==> src/rtl/rx_cmd_decoder.sv <==
// Decodes UART-received bytes into register-file write/read strobes and ALU commands.
// Every output is registered; any frame error abandons the command in progress.
module rx_cmd_decoder #(
    parameter int DATA_WIDTH = 8,
    parameter int ADDR_WIDTH = 4
) (
    input  logic                  CLK,
    input  logic                  RST,
    input  logic [DATA_WIDTH-1:0] RX_P_DATA,
    input  logic                  RX_D_VLD,
    input  logic                  RX_PAR_ERR,
    input  logic                  RX_STP_ERR,
    output logic                  WrEn,
    output logic                  RdEn,
    output logic [ADDR_WIDTH-1:0] Address,
    output logic [DATA_WIDTH-1:0] WrData,
    output logic                  ALU_EN,
    output logic [3:0]            ALU_FUN,
    output logic                  CLK_GATE_EN,
    output logic                  BUSY,
    output logic                  CMD_ERR
);

    typedef enum logic [2:0] {
        ST_IDLE,
        ST_WR_ADDR,
        ST_WR_DATA,
        ST_RD_ADDR,
        ST_OP_A,
        ST_OP_B,
        ST_ALU_FUN
    } state_t;

    localparam logic [DATA_WIDTH-1:0] CMD_REG_WR = DATA_WIDTH'(8'hAA);
    localparam logic [DATA_WIDTH-1:0] CMD_REG_RD = DATA_WIDTH'(8'hBB);
    localparam logic [DATA_WIDTH-1:0] CMD_ALU_OP = DATA_WIDTH'(8'hCC);
    localparam logic [DATA_WIDTH-1:0] CMD_ALU_NO = DATA_WIDTH'(8'hDD);

    state_t state;
    logic   good_byte;
    logic   bad_byte;

    assign good_byte = RX_D_VLD & ~RX_PAR_ERR & ~RX_STP_ERR;
    assign bad_byte  = RX_D_VLD & (RX_PAR_ERR | RX_STP_ERR);

    // NOTE: all state and outputs use non-blocking assignments so every
    // branch below sees the pre-edge values, including ALU_EN for the gate clear.
    always_ff @(posedge CLK or negedge RST) begin
        if (!RST) begin
            state       <= ST_IDLE;
            WrEn        <= 1'b0;
            RdEn        <= 1'b0;
            Address     <= '0;
            WrData      <= '0;
            ALU_EN      <= 1'b0;
            ALU_FUN     <= '0;
            CLK_GATE_EN <= 1'b0;
            BUSY        <= 1'b0;
            CMD_ERR     <= 1'b0;
        end else begin
            // Strobes default low so each assertion lasts exactly one cycle.
            WrEn    <= 1'b0;
            RdEn    <= 1'b0;
            ALU_EN  <= 1'b0;
            CMD_ERR <= 1'b0;
            if (ALU_EN) begin
                CLK_GATE_EN <= 1'b0;
            end

            if (bad_byte) begin
                state       <= ST_IDLE;
                BUSY        <= 1'b0;
                CMD_ERR     <= 1'b1;
                CLK_GATE_EN <= 1'b0;
            end else if (good_byte) begin
                case (state)
                    ST_IDLE: begin
                        case (RX_P_DATA)
                            CMD_REG_WR: begin
                                state <= ST_WR_ADDR;
                                BUSY  <= 1'b1;
                            end
                            CMD_REG_RD: begin
                                state <= ST_RD_ADDR;
                                BUSY  <= 1'b1;
                            end
                            CMD_ALU_OP: begin
                                state       <= ST_OP_A;
                                BUSY        <= 1'b1;
                                CLK_GATE_EN <= 1'b1;
                            end
                            CMD_ALU_NO: begin
                                state       <= ST_ALU_FUN;
                                BUSY        <= 1'b1;
                                CLK_GATE_EN <= 1'b1;
                            end
                            default: CMD_ERR <= 1'b1;
                        endcase
                    end
                    ST_WR_ADDR: begin
                        Address <= RX_P_DATA[ADDR_WIDTH-1:0];
                        state   <= ST_WR_DATA;
                    end
                    ST_WR_DATA: begin
                        WrData <= RX_P_DATA;
                        WrEn   <= 1'b1;
                        state  <= ST_IDLE;
                        BUSY   <= 1'b0;
                    end
                    ST_RD_ADDR: begin
                        Address <= RX_P_DATA[ADDR_WIDTH-1:0];
                        RdEn    <= 1'b1;
                        state   <= ST_IDLE;
                        BUSY    <= 1'b0;
                    end
                    // Operands land in fixed register-file slots 0 and 1.
                    ST_OP_A: begin
                        Address <= '0;
                        WrData  <= RX_P_DATA;
                        WrEn    <= 1'b1;
                        state   <= ST_OP_B;
                    end
                    ST_OP_B: begin
                        Address <= ADDR_WIDTH'(1);
                        WrData  <= RX_P_DATA;
                        WrEn    <= 1'b1;
                        state   <= ST_ALU_FUN;
                    end
                    ST_ALU_FUN: begin
                        ALU_FUN <= RX_P_DATA[3:0];
                        ALU_EN  <= 1'b1;
                        state   <= ST_IDLE;
                        BUSY    <= 1'b0;
                    end
                    default: begin
                        state <= ST_IDLE;
                        BUSY  <= 1'b0;
                    end
                endcase
            end
        end
    end

endmodule

==> config.mk <==
export PLATFORM = sky130hd
export DESIGN_NAME = rx_cmd_decoder
export DESIGN_NICKNAME = d
export VERILOG_FILES = /design/src/rtl/rx_cmd_decoder.sv
export SDC_FILE = /design/constraint.sdc
export NUM_CORES = 1
export LEC_CHECK = 0
export BUFFER_PORTS_ARGS = -buffer_cell sky130_fd_sc_hd__clkbuf_2
export CAP_MARGIN = 20
export CELL_PAD_IN_SITES_DETAIL_PLACEMENT = 2
export CELL_PAD_IN_SITES_GLOBAL_PLACEMENT = 2
export CORE_ASPECT_RATIO = 0.5
export CORE_MARGIN = 2
export CORE_UTILIZATION = 34
export DETAILED_ROUTE_END_ITERATION = 12
export PLACE_DENSITY_LB_ADDON = 0.3
export SYNTH_ARGS = -nofsm -noshare
export SYNTH_HDL_FRONTEND = slang
export SYNTH_SLANG_ARGS = --single-unit
==> constraint.sdc <==
create_clock -name CLK -period 4.04 [get_ports CLK]
set_input_delay 0.808 -clock CLK [delete_from_list [all_inputs] [get_ports CLK]]
set_output_delay 0.808 -clock CLK [all_outputs]
set_load 0.005 [all_outputs]
Yosys cells after proc, flatten, opt, wreduce, memory -nomap -nowiden
Cells that the tools add are included.
{"block": "classes", "eq_ne": 13, "mux": 27, "bitwise": 7, "reduce_logical": 13}
{"cell": "8-bit == test, second input constant", "n": 4}
{"cell": "3-bit one-hot mux with 4 select lines", "n": 2}
{"cell": "1-bit 2-to-1 mux", "n": 21}
{"cell": "4-bit one-hot mux with 3 select lines", "n": 1}
{"cell": "3-bit AND reduction", "n": 4}
{"cell": "3-bit == test, second input constant", "n": 3}
{"cell": "3-bit by 2-bit == test with 1-bit output, second input constant", "n": 2}
{"cell": "3-bit 2-to-1 mux", "n": 2}
{"cell": "6-bit by 2-bit inequality test with 1-bit output, second input constant", "n": 1}
{"cell": "3-bit OR reduction", "n": 2}
{"cell": "2-bit OR reduction", "n": 2}
{"cell": "4-bit OR reduction", "n": 1}
{"cell": "1-bit bitwise AND", "n": 3}
{"cell": "3-bit by 1-bit == test with 1-bit output, second input constant", "n": 1}
{"cell": "3-bit zero test", "n": 1}
{"cell": "3-bit inequality test, second input constant", "n": 1}
{"cell": "1-bit NOT", "n": 3}
{"cell": "3-bit nonzero test", "n": 1}
{"cell": "2-bit by 1-bit inequality test with 1-bit output, second input constant", "n": 1}
{"cell": "1-bit one-hot mux with 2 select lines", "n": 1}
{"cell": "2-bit AND reduction", "n": 1}
{"cell": "2-bit nonzero test", "n": 1}
{"cell": "1-bit OR", "n": 1}
{"block": "word_totals", "ff_bits": 25, "wordCells": 70}

Depth between registers and ports, before layout
{"block": "depth", "word_depth": 6, "mapped_depth": 5, "mapped_depth_nobuf": 4}

Worst setup path before layout
OpenSTA, ideal clock, no wires.
{"block": "synth_timing", "path_kind": "input port to flip-flop", "startpoint": "input RX_P_DATA[5]", "endpoint": "register state[0]", "arrival_time_ns": 1.666, "required_time_ns": 3.936, "slack_ns": 2.270, "path_stages": 4, "cell_sequence": "and4bb_1 -> o2111ai_1 -> a21o_1 -> o41ai_2"}
{"block": "synth_between", "elab_chain_len": 5}
{"item": "from (decl)", "line_no": "9", "text": "input logic [DATA_WIDTH-1:0] RX_P_DATA,"}
{"item": "8-bit == test", "line_no": "78", "text": "case (RX_P_DATA)"}
{"item": "3-bit one-hot mux with 4 select lines", "line_no": "78"}
{"item": "3-bit one-hot mux with 4 select lines", "line_no": "76", "text": "case (state)"}
{"item": "3-bit 2-to-1 mux", "line_no": "75", "text": "end else if (good_byte) begin"}
{"item": "3-bit 2-to-1 mux", "line_no": "70", "text": "if (bad_byte) begin"}
{"item": "to (signal assigned)", "line_no": "71", "text": "state <= ST_IDLE;"}
{"item": "to (signal assigned)", "line_no": "80", "text": "state <= ST_WR_ADDR;"}
{"item": "to (signal assigned)", "line_no": "84", "text": "state <= ST_RD_ADDR;"}
{"item": "to (decl)", "line_no": "39", "text": "state_t state;"}
Several ways; a longest one is shown, not always the timed one. The select of a mux whose other input is x is not followed.
A chain may end at the register's enable or synchronous reset.

Worst setup path in the final report
{"block": "layout_timing", "startpoint": "input RX_PAR_ERR", "endpoint": "register ALU_FUN[1]"}
{"block": "layout_between", "elab_chain_len": 4}
{"item": "from (decl)", "line_no": "11", "text": "input logic RX_PAR_ERR,"}
{"item": "1-bit OR or 1-bit NOT (tied branches)", "line_no": "44, 43"}
{"item": "1-bit bitwise AND, on equally long branches", "line_no": "44, 43"}
{"item": "1-bit NOT (no source line) or 1-bit bitwise AND (tied branches)"}
{"item": "3-bit AND reduction (no source line) (*)"}
{"item": "to (signal assigned)", "line_no": "130", "text": "ALU_FUN <= RX_P_DATA[3:0];"}
{"item": "to (decl)", "line_no": "18", "text": "output logic [3:0] ALU_FUN,"}
Mark *: on every way between the ends. The rest lies on a longest branch, timed or not.

==> out/qor.txt <==
Status = finished, final reports clean
Metal-1 WL = 1450 um
Worst min-delay path class = flop to flop
Setup TNS = 0 ns
WL final = 2970 um
Fmax = 562 MHz
Clk buf depth = 2
Clock share of power = 0.341
Net Sw Power = 0.111 mW
Detail Route met2 WL = 1340 um
R2R setup slack = 2.29 ns
Highest routed layer = met4
Reg clk slew, reported paths = 0.09 ns
Critical Path Source Type = input pin
Gr usage total = 0.161
Die area = 3970 sq um
Postcts setup bufs = 0
Die width = 87.1 um
Final HPWL DP = 2200 um
Synthesized net count = 111
Seq pwr share = 0.572
Min-delay src = WrData[2]
DRT iter0 DRCs = 49
Core area = 3380 sq um
R2R Path Start = state[0]
Port buffer count = 34
Antenna viol nets, final = 0
Mapped Area = 1170 sq um
DR vias = 923
Hold Vio Cnt, Final = 0
P_int = 0.343 mW
Synthesized area per cell = 12.0 sq um
First-pass DRT Iterations = 4
Worst Reg-to-Reg Cells = 3
CP Buf/Inv Count = 1
Minimum clock period = 1.78 ns
Pre-CTS setup slack = 1.94 ns
Worst Hold End = WrData[2]
Clock latency on the worst-skew pair = 0.28 ns
Clk_skew = 0.00442 ns
Drt drc = 0
RSZ-0062 raised after global routing = false
Critical-path maximum fanout = 5
Synth cell types = 31
R2R Path End = WrData[5]
Max cap viols = 0
Layout area overhead = 20.8%
Routed length on met3 = 153 um
Initial core utilization = 0.348
Number of clock sinks = 25
CTS resizes = 0
Worst-margin pin slew = 0.666 ns
Root buffer cell = clkbuf_8
Antenna violations before repair = 0
Max VDD drop = 184 uV
Pin count of the biggest net entering global routing = 26
Top FF cell, synth = dfrtp_1
Wire per inst = 16.9 um
Placed Area = 1370 sq um
Pwr/cell area = 320 nW/um^2
TritonCTS clock tree = yes
ANT cells = 0
Fin area = 1420 sq um
First-pass GRT wire length = 4670 um
Syn Inst Count = 98
Worst slew margin = 0.556
Crit path max-delay family = simple AND/OR/NAND/NOR gates
Hold depth = 1
RD Place Congestion = 0.698
H-tree depth = 1
DR vias/cell = 5.27
GRT Residual Overflow = 0
Synthesis Warnings = 0
Layout cells sized above 1 = 0.414
Vias in the first global route = 891
Total Nets Final = 147
Crit. End Element = flop
Die height = 45.6 um
CP required = 4.21 ns
Min Hold Slack = 0.500 ns
Period utilization = 0.440
Crit-path max cell delay = 0.37 ns
Post-CTS Hold Fix Bufs = 0
Comb pwr share = 0.086
LEAKAGE = 0.732 nW
Rows = 15
Crit path max-delay cell type = mux2_2
PnR worst setup slack = 2.26 ns
Post-synth EDFFs = 0
CP cell instances = clkbuf_2 > nor2_1 > nand2_1 > nor3_4 > mux2_2
Critical path class = input pin to flop
Sw Ratio = 0.244
Async SR Flop Fraction = 1.00
I/O pins = 35
Max-slew violations = 0
Arrival time worst endpoint = 1.95 ns
Setup violations, final = 0
TritonCTS Buffers = 3
Synthesized flop and latch total = 25
Seq/Total Area, Yosys = 0.532
[sequential cells by signal, indices dropped and copies added (netlist names)]
name         cells
Address          4
CLK_GATE_EN      1
RdEn             1
ALU_EN           1
ALU_FUN          4
WrData           8
state            3
CMD_ERR          1
WrEn             1
BUSY             1
[power by group through the flow]
stage	Clock (mW)	Sequential, mW	Combinational (mW)
after floorplan	0	0.264	0.0148
after global placement	0	0.264	0.0387
after detailed placement	0	0.265	0.0402
after CTS	0.160	0.260	0.0403
after global routing	0.172	0.260	0.0437
final	0.155	0.260	0.0391
[per-stage QoR]
stage / util / cells / total power [mW]
2_1_floorplan: - / 98 / 0.279
3_3_place_gp: 0.407 / 171 / 0.303
3_5_place_dp: 0.407 / 171 / 0.305
4_1_cts: 0.420 / 175 / 0.460
5_1_grt: 0.420 / 175 / 0.476
6_report: 0.420 / 175 / 0.453
[cell type report]
type / count / area [sq um]
Timing Repair Buffer: 34 / 170
Tap cell: 42 / 52.6
Fill cell: 367 / 1960
Sequential cell: 25 / 626
Multi-Input combinational cell: 67 / 514
Clock buffer: 4 / 45.0
Inverter: 3 / 11.3
[Yosys cell counts (2+ instances only)]
cell type / number / area [sq um]
nor3_1: 2 / 10.0
nor2_1: 4 / 15.0
inv_1: 3 / 11.3
nand2_1: 11 / 41.3
nor3_4: 2 / 32.5
mux2_2: 11 / 124
nand4_1: 2 / 12.5
o31ai_1: 3 / 22.5
nand2b_1: 2 / 12.5
a21oi_1: 4 / 20.0
and4bb_1: 2 / 25.0
a31oi_1: 3 / 18.8
nor2b_1: 4 / 25.0
o21ai_0: 4 / 20.0
dfrtp_1: 25 / 626
[worst max path at each step]
stage	depth (start not counted)	slack (ns)	end	from
6_report	5	2.26	ALU_FUN[1]	RX_PAR_ERR
5_1_grt	5	2.17	ALU_FUN[1]	RX_PAR_ERR
4_1_cts	5	2.24	ALU_FUN[0]	RX_PAR_ERR
3_5_place_dp	5	1.94	ALU_FUN[2]	RX_PAR_ERR
3_3_place_gp	5	1.94	ALU_FUN[1]	RX_PAR_ERR
2_1_floorplan	4	2.27	state[0]	RX_P_DATA[5]
[kinds of logic (layout without fill, tap and decap cells)]
kind of cell           Yosys count  count (layout)  synth area share
flip-flops                      25              25             0.532
XOR/XNOR                         1               1           0.00746
AND/OR/NAND/NOR                 34              34             0.192
multiplexers                    12              12             0.115
AO/OA/AOI/OAI                   20              20             0.124
buffers and inverters            6              41            0.0298
[per-layer routing]
metal,global-route usage,vias to the layer above
met5,0,-
met4,0.0462,0
met3,0.0507,4
met2,0.250,26
met1,0.221,474
li1,-,419
[layout by cell type (no fill, tap or decap), types with 2 or more instances in the layout]
cell / netlist / final
nor3_4: 2 / 2
and4bb_1: 2 / 2
nor2b_1: 4 / 4
nand2_1: 11 / 11
clkbuf_2: 0 / 34
nor3_1: 2 / 2
o21ai_0: 4 / 4
nand4_1: 2 / 2
mux2_2: 11 / 11
clkbuf_8: 0 / 3
a21oi_1: 4 / 4
inv_1: 3 / 3
o31ai_1: 3 / 3
a31oi_1: 3 / 3
nor2_1: 4 / 4
nand2b_1: 2 / 2
dfrtp_1: 25 / 25
(Power assumes the default switching activity.)
